### src/rtl/zero_det_pkg.sv
// Shared types for the zero-run detector scheduler: detector/controller state encodings.
package zero_det_pkg;

  localparam int DET_W = 2;

  typedef enum logic [1:0] {
    S0 = 2'b00,
    S1 = 2'b01,
    S2 = 2'b10
  } det_state_t;

  typedef enum logic [1:0] {
    IDLE  = 2'b00,
    SHIFT = 2'b01,
    DONE  = 2'b10
  } sched_state_t;

endpackage

### src/rtl/zero_run_det.sv
// Moore detector tracking the current run of zeros (S0: none, S1: one, S2: two or more).
module zero_run_det
  import zero_det_pkg::*;
(
  input  logic       clock,
  input  logic       reset,
  input  logic       clr,
  input  logic       en,
  input  logic       x_in,
  output det_state_t state
);

  det_state_t nxt;

  always_comb begin
    nxt = state;
    if (clr) begin
      nxt = S0;
    end else begin
      case (state)
        S0:      if (en) nxt = x_in ? S0 : S1;
        S1:      if (en) nxt = x_in ? S0 : S2;
        S2:      if (en) nxt = x_in ? S0 : S2;
        // the unused 2'b11 code falls back to S0 whether or not a bit is fed
        default: nxt = S0;
      endcase
    end
  end

  always_ff @(posedge clock or negedge reset) begin
    if (!reset) state <= S0;
    else        state <= nxt;
  end

endmodule

### src/rtl/zero_det_sched.sv
// Scheduler sharing one zero-run detector among N_REQ requesters.
// Arbitration is round-robin by default; define FIXED_PRIO_EN for lowest-index-wins priority.
//
// Handshake: a requester raises req[i] with its word and holds both until gnt[i] pulses; the
// word is captured on that edge. The result comes back WORD_W cycles later as a one-cycle done
// pulse carrying done_id and run_cnt; there is no back-pressure on done.
module zero_det_sched
  import zero_det_pkg::*;
#(
  parameter  int N_REQ  = 4,
  parameter  int WORD_W = 8,
  parameter  int CNT_W  = 3,
  localparam int ID_W   = $clog2(N_REQ)
) (
  input  logic                    clock,
  input  logic                    reset,
  input  logic [N_REQ-1:0]        req,
  input  logic [N_REQ*WORD_W-1:0] word_in,
  output logic [N_REQ-1:0]        gnt,
  output logic                    busy,
  output logic                    done,
  output logic [ID_W-1:0]         done_id,
  output logic [CNT_W-1:0]        run_cnt,
  output logic [DET_W-1:0]        det_state,
  output logic [1:0]              sched_state
);

  localparam int BIT_W = (WORD_W > 1) ? $clog2(WORD_W) : 1;
  localparam logic [BIT_W-1:0] LAST_BIT = BIT_W'(WORD_W - 1);
  localparam logic [CNT_W-1:0] CNT_MAX  = '1;

  sched_state_t       state;
  det_state_t         det_q;
  logic [WORD_W-1:0]  sreg;
  logic [BIT_W-1:0]   bit_idx;
  logic [CNT_W-1:0]   cnt;
  logic [CNT_W-1:0]   cnt_nxt;
  logic [ID_W-1:0]    last;

  logic [ID_W-1:0]    win;
  logic [N_REQ-1:0]   win_oh;
  logic [WORD_W-1:0]  win_word;
  logic               found;

  always_comb begin
    win      = '0;
    win_oh   = '0;
    win_word = '0;
    found    = 1'b0;
`ifdef FIXED_PRIO_EN
    for (int i = 0; i < N_REQ; i++) begin
      if (!found && req[i]) begin
        found    = 1'b1;
        win      = ID_W'(i);
        win_oh   = '0;
        win_oh[i] = 1'b1;
        win_word = word_in[i*WORD_W +: WORD_W];
      end
    end
`else
    // Scan offsets 1..N_REQ from the last winner; offset k lands on index last+k modulo N_REQ.
    for (int k = 1; k <= N_REQ; k++) begin
      for (int i = 0; i < N_REQ; i++) begin
        if (!found && req[i] && ((int'(last) + k == i) || (int'(last) + k == i + N_REQ))) begin
          found    = 1'b1;
          win      = ID_W'(i);
          win_oh   = '0;
          win_oh[i] = 1'b1;
          win_word = word_in[i*WORD_W +: WORD_W];
        end
      end
    end
`endif
  end

  // A run is counted once, on the bit that takes it from length one to length two.
  always_comb begin
    cnt_nxt = cnt;
    if (det_q == S1 && !sreg[0] && cnt != CNT_MAX) cnt_nxt = cnt + 1'b1;
  end

  zero_run_det u_det (
    .clock (clock),
    .reset (reset),
    .clr   (state == IDLE && (|req)),
    .en    (state == SHIFT),
    .x_in  (sreg[0]),
    .state (det_q)
  );

  always_ff @(posedge clock or negedge reset) begin
    if (!reset) begin
      state   <= IDLE;
      gnt     <= '0;
      busy    <= 1'b0;
      done    <= 1'b0;
      done_id <= '0;
      run_cnt <= '0;
      sreg    <= '0;
      bit_idx <= '0;
      cnt     <= '0;
      last    <= ID_W'(N_REQ - 1);
    end else begin
      gnt  <= '0;
      done <= 1'b0;
      case (state)
        IDLE: begin
          if (|req) begin
            state   <= SHIFT;
            gnt     <= win_oh;
            sreg    <= win_word;
            bit_idx <= '0;
            cnt     <= '0;
            last    <= win;
            done_id <= win;
            busy    <= 1'b1;
          end
        end
        SHIFT: begin
          sreg    <= sreg >> 1;
          bit_idx <= bit_idx + 1'b1;
          cnt     <= cnt_nxt;
          if (bit_idx == LAST_BIT) begin
            state   <= DONE;
            done    <= 1'b1;
            run_cnt <= cnt_nxt;
          end
        end
        DONE: begin
          state <= IDLE;
          busy  <= 1'b0;
        end
        default: begin
          state <= IDLE;
          busy  <= 1'b0;
        end
      endcase
    end
  end

  assign det_state   = det_q;
  assign sched_state = state;

endmodule
### config.mk
export PLATFORM = sky130hd
export DESIGN_NAME = zero_det_sched
export DESIGN_NICKNAME = d
export VERILOG_FILES = /design/src/rtl/zero_det_pkg.sv /design/src/rtl/zero_run_det.sv /design/src/rtl/zero_det_sched.sv
export SDC_FILE = /design/constraint.sdc
export NUM_CORES = 1
export LEC_CHECK = 0
export CAP_MARGIN = 30
export CORE_ASPECT_RATIO = 1.1
export CORE_MARGIN = 2
export CORE_UTILIZATION = 40
export DETAILED_ROUTE_END_ITERATION = 6
export PLACE_DENSITY_LB_ADDON = 0.12
export SLEW_MARGIN = 30
export SYNTH_ARGS = -nofsm -noshare
export SYNTH_HDL_FRONTEND = slang
export SYNTH_HIERARCHICAL = 1
export SYNTH_SLANG_ARGS = --single-unit
### constraint.sdc
create_clock -name clock -period 2.75 [get_ports clock]
set_input_delay 0.6875 -clock clock [delete_from_list [all_inputs] [get_ports clock]]
set_output_delay 0.6875 -clock clock [all_outputs]
set_load 0.005 [all_outputs]
== Word level (Yosys, flattened, before mapping) ==
Cells that the tools add are included.

* Bits in registers: 31
* Bits of input ports: 38
* Output and inout bits: 15
* Logic and storage cells: 219

* Add/subtract/negate cells: 6
* Eq/ne operators: 37
* Muxes and demuxes: 83
* Bitwise gates (word level): 1
* Reduce and logical (&&, ||, !) cells: 81

{| class="wikitable"
|+ Operators by type and width
! operator !! number
|-
| $eq A32 B4 Y1 const B || 12
|-
| $eq A32 B3 Y1 const B || 8
|-
| $mux W8 || 17
|-
| $eq A32 B2 Y1 const B || 4
|-
| $logic_not A32 Y1 || 4
|-
| $mux W4 || 16
|-
| $mux W2 || 21
|-
| $logic_and A1 B1 Y1 || 34
|-
| $mux W1 || 21
|-
| $logic_not A1 Y1 || 16
|-
| $logic_or A1 B1 Y1 || 16
|-
| $pmux W8 S2 || 1
|-
| $eq A3 B3 Y1 const B || 4
|-
| $pmux W3 S2 || 2
|-
| $reduce_and A2 Y1 || 6
|-
| $pmux W2 S2 || 2
|-
| $add A2 B2 Y3 const B || 2
|-
| $add A3 B1 Y3 const B || 2
|-
| $mux W3 || 2
|-
| $ne A3 B1 Y1 const B || 2
|-
| $add A2 B3 Y4 const B || 1
|-
| $eq A2 B1 Y1 const B || 2
|-
| $eq A4 B3 Y1 const B || 1
|-
| $logic_not A2 Y1 || 2
|-
| 10 further kinds || 10
|}

== Logic depth before layout (Yosys ltp) ==
* Depth in word-level cells: 67
* Gate-level depth with buffers: 9
* Mapped depth without buffers: 7

== Cells and area by module ==
Netlist, hierarchy kept.

{| class="wikitable"
|+ Modules (own cells, without submodules)
! module !! times used !! cells an instance !! area each (µm²)
|-
| zero_det_sched || 1 || 315 || 2487.4
|-
| zero_run_det || 1 || 13 || 130.1
|}

== Worst setup path before layout ==
OpenSTA, ideal clock, no wires.

* Path kind: input-to-reg
* Start: in req[3]
* End: reg sreg[6]
* Library setup time: 118 ps
* Arrival time: 2089 ps
* Required time: 2632 ps
* Slack: 543 ps
* Stages on the path: 9
* Cells stage by stage: buf_2 nor4_1 or3_1 buf_4 inv_2 nand2_1 nor2_1 a211o_1 a21o_1

* Longest elaborated chain between the ends: 53

{| class="wikitable"
|+ RTL lines
! item !! RTL line !! RTL
|-
| start, declared || zero_det_sched.sv:17 || <nowiki>input logic [N_REQ-1:0] req,</nowiki>
|-
| $logic_and A1 B1 Y1 (2 in series) || zero_det_sched.sv:64 || <nowiki>if (!found && req[i] && ((int'(last) + k == i) || (int'(last) + k == i + N_REQ))) begin</nowiki>
|-
| $mux W1 || zero_det_sched.sv:64 ||
|-
| $logic_not A1 Y1 || zero_det_sched.sv:64 ||
|-
| $logic_and A1 B1 Y1 (2 in series) || zero_det_sched.sv:64 ||
|-
| $mux W1 || zero_det_sched.sv:64 ||
|-
| $logic_not A1 Y1 || zero_det_sched.sv:64 ||
|-
| $logic_and A1 B1 Y1 (2 in series) || zero_det_sched.sv:64 ||
|-
| $mux W1 || zero_det_sched.sv:64 ||
|-
| [... 32 more ...] || - ||
|-
| $logic_not A1 Y1 || zero_det_sched.sv:64 ||
|-
| $logic_and A1 B1 Y1 (2 in series) || zero_det_sched.sv:64 ||
|-
| $mux W1 || zero_det_sched.sv:64 ||
|-
| $logic_not A1 Y1 || zero_det_sched.sv:64 ||
|-
| $logic_and A1 B1 Y1 (2 in series) || zero_det_sched.sv:64 ||
|-
| $mux W8 || zero_det_sched.sv:64 ||
|-
| $mux W8 || zero_det_sched.sv:108 || <nowiki>if (|req) begin</nowiki>
|-
| $pmux W8 S2 || zero_det_sched.sv:106 || <nowiki>case (state)</nowiki>
|-
| end signal, assigned || zero_det_sched.sv:111 || <nowiki>sreg <= win_word;</nowiki>
|-
| end signal, assigned || zero_det_sched.sv:120 || <nowiki>sreg <= sreg >> 1;</nowiki>
|-
| end, declared || zero_det_sched.sv:34 || <nowiki>logic [WORD_W-1:0] sreg;</nowiki>
|}

Parallel ways exist; a longest one is shown, timed or not. The select of a mux whose other input is x is not followed.
A chain may end at the register's enable or synchronous reset.

== Worst setup path after layout ==
* Start: in req[1]
* End: reg sreg[6]

* Longest elaborated chain between the ends: 61

{| class="wikitable"
|+ RTL lines
! item !! RTL line
|-
| $logic_and A1 B1 Y1 (2 in series) || zero_det_sched.sv:64
|-
| $mux W1 || zero_det_sched.sv:64
|-
| $logic_not A1 Y1 || zero_det_sched.sv:64
|-
| $logic_and A1 B1 Y1 (2 in series) || zero_det_sched.sv:64
|-
| $mux W1 || zero_det_sched.sv:64
|-
| $logic_not A1 Y1 || zero_det_sched.sv:64
|-
| $logic_and A1 B1 Y1 (2 in series) || zero_det_sched.sv:64
|-
| $mux W1 || zero_det_sched.sv:64
|-
| [... 40 more ...] || -
|-
| $logic_not A1 Y1 || zero_det_sched.sv:64
|-
| $logic_and A1 B1 Y1 (2 in series) || zero_det_sched.sv:64
|-
| $mux W1 || zero_det_sched.sv:64
|-
| $logic_not A1 Y1 || zero_det_sched.sv:64
|-
| $logic_and A1 B1 Y1 (2 in series) || zero_det_sched.sv:64
|-
| $mux W8 || zero_det_sched.sv:64
|-
| $mux W8 || zero_det_sched.sv:108
|-
| $pmux W8 S2 || zero_det_sched.sv:106
|}

Parallel ways exist; a longest one is shown, timed or not. The select of a mux whose other input is x is not followed.

==> results.ini <==
[run_status]
status = complete, no violations

[sta]
period_needed_ns = 2.60
clock_skew_ns = 0.00460
rsz0062_at_grt = no
slew_headroom_pct = 57.8
slew_viol_final = 0
hold_viol_final = 0
timing.final.ws_setup_ns = 0.155
fmax_mhz = 385
finalSetupViolations = 0
worst_pin_slew_ns = 0.627
fin_crit_sh_pct = 94.4

[cts]
postCtsSetupRepairBufs = 0
cts_root_buf = clkbuf_8
clk_latency_ns = 0.28
cts_resized = 0
clock_sinks = 31
clk_pin_slew_worst_paths_ns = 0.07
clockBufferDepth = 2
cts-buffers-inserted = 5
cts_tree = yes
hold_buffers = 0
htreeDepth = 2

[critical_path]
reg2reg_slack_ns = 0.38
r2r-end = sreg[2]$_DFFE_PN0P_
reg2regPathDepth = 7
criticalPathCategory = in -> reg
cp_max_fo = 7
setup.worst_path.end_class = flop
start_kind = input port
crit_required_ns = 2.93
worstPathArrival_ns = 2.77
rr_startpoint = last[1]$_DFFE_PN1P_

[floorplanning]
rows = 30
coreArea_um2 = 6270
start_util_pct = 41.8
io_pins = 53
die_area_um2 = 7210
die_y_um = 88.8
fp.dieW_um = 81.1

[detailed_routing]
vias = 3078
viasPerCell = 6.22
drtPass1Iterations = 5
ant_nets = 0
drt_wl_total_um = 9410
drc = 0
drt_iter0_drc = 210
wl_per_cell_um = 19.0

[yosys]
ys_seq_elements = 31
yosys_warnings = 6
synth_most_common_cell = nor2_1
synth_flop_cell = dfrtp_1
synth_common_cells = 30 x nor2_1, 29 x dfrtp_1, 25 x nand2_1
synth_cell_types = 60
synth-async-reset-ratio_pct = 100
synth-edff-count = 0
syn_area_per_cell_um2 = 7.98
synth_area_um2 = 2620
synthTopCellsByArea = dfrtp_1 28%, nor2_1 4.3%, o21ai_0 3.6%
synth_top_cell_area_share_pct = 27.7
syn_nets = 372
synth_cells = 328
ys_seq_area_share_pct = 29.7
yosys.area.top_type = dfrtp_1

[min_path]
hold_path_depth = 1
min_from = done_id[1]$_DFFE_PN0P_
hp-class = reg -> reg
whs_endpoint = done_id[1]$_DFFE_PN0P_

[grt]
antenna_found_initial = 0
grt_pass1_vias = 2996
grt_max_degree = 32
overflow = 0
grt_pass1_wl_um = 15200
track_usage_pct = 27.4

[placement]
port_buffers = 52
dpl_worst_slack_ns = -0.128
gp_congestion = 0.957
dpl.hpwl_um = 7340

[power_and_ir_drop]
p_leak_uw = 0.00160
ir_drop_uv = 465
p_per_area_nw_per_um2 = 774
finalPower_uw = 2800

[finish]
antenna_cells = 0
layout.nets = 458
area_delta_synth_final_pct = 38.3
drive_gt1_share_pct = 16.6

[flow_run]
max-cap-violations = 0

## placed cells by master (no fill, tap or decap), drive strengths merged, types with 2 or more instances in the layout
cell / count
clkdlybuf4s50: 52
buf: 51
nor2: 31
dfrtp: 29
nand2: 25
o21ai: 20
nand3: 17
a21oi: 16
o22ai: 13
inv: 13
nor3: 12
a221oi: 11
nor2b: 9
a21o: 9
and3: 8
a22oi: 8
a22o: 7
a32oi: 7
a222oi: 6
ha: 6
clkbuf: 6
o211ai: 4
and2: 4
a211oi: 4
nand4: 3
nand2b: 3
nor4: 3
or3: 2
and4b: 2
o31ai: 2
a32o: 2
mux2i: 2
a211o: 2
o221ai: 2
a221o: 2
dfstp: 2
or4b: 2
## critical path, stage by stage
cell and delay [ns]:
clkdlybuf4s50_1 0.46, buf_4 0.16, or4b_4 0.52, or3_1 0.48, o22ai_1 0.22, a211oi_1 0.06, a21o_1 0.19
## stage by stage
stage,util (%),instances,setup TNS [ns],instance area (um^2),hold WS [ns]
5_1_grt,57.8,495,0,3620,0.508
6_report,57.8,495,0,3620,0.483
3_5_place_dp,56.4,487,-0.623,3540,0.475
3_3_place_gp,56.4,487,-0.535,3540,0.462
2_1_floorplan,-,328,0,2620,0.392
4_1_cts,57.8,495,0,3620,0.490
## sequential cells by signal, summed over array words and instances (netlist names)
signal and cells:
run_cnt 3, busy 1, done_id 2, u_det/state 2, sreg 8, last 2
cnt 3, bit_idx 3, done 1, gnt 4, sched_state 2
## where the power goes
| group | internal (uW) | switching, uW |
|---|---|---|
| Combinational | 817 | 798 |
| Clock | 177 | 173 |
| Sequential | 636 | 201 |
| Total | 1630 | 1170 |
## how the worst max path moves through the flow
stage,to,cells past startpoint,from,slack (ns)
finish,sreg[6]$_DFFE_PN0P_,7,req[1],0.15
CTS,sreg[6]$_DFFE_PN0P_,7,req[1],0.18
global placement,sreg[6]$_DFFE_PN0P_,7,req[1],-0.12
detailed placement,sreg[6]$_DFFE_PN0P_,7,req[1],-0.13
global route,sreg[0]$_DFFE_PN0P_,7,req[1],0.06
floorplan,sreg[6]$_DFFE_PN0P_,9,req[3],0.54
## area by class of cell
cell class	count	area [um^2]
fillers	611	2650
multi-input cells	260	1680
repair buffers	103	928
flip-flops and latches	31	778
well taps	80	100
clock buffers	6	72.6
inverters	13	48.8
clock inverters	2	12.5
## kinds of logic after synthesis
logic type                 count (synthesis)  synth area share (%)
AOI/OAI and AO/OA                        122                  33.7
buffers and inverters                     37                  6.07
and+or+nand+nor                          128                  26.1
xor gates and xnor gates                   1                 0.335
muxes                                      3                  1.20
adders and majority gates                  6                  2.87
DFF                                       31                  29.7
## layer usage
metal	global-route usage (%)	vias up	wire length, um
li1	-	1442	-
met1	33.7	1454	3940
met2	46.9	153	4600
met3	3.78	29	554
met4	13.4	0	312
met5	0	-	0
(Power assumes the default switching activity.)
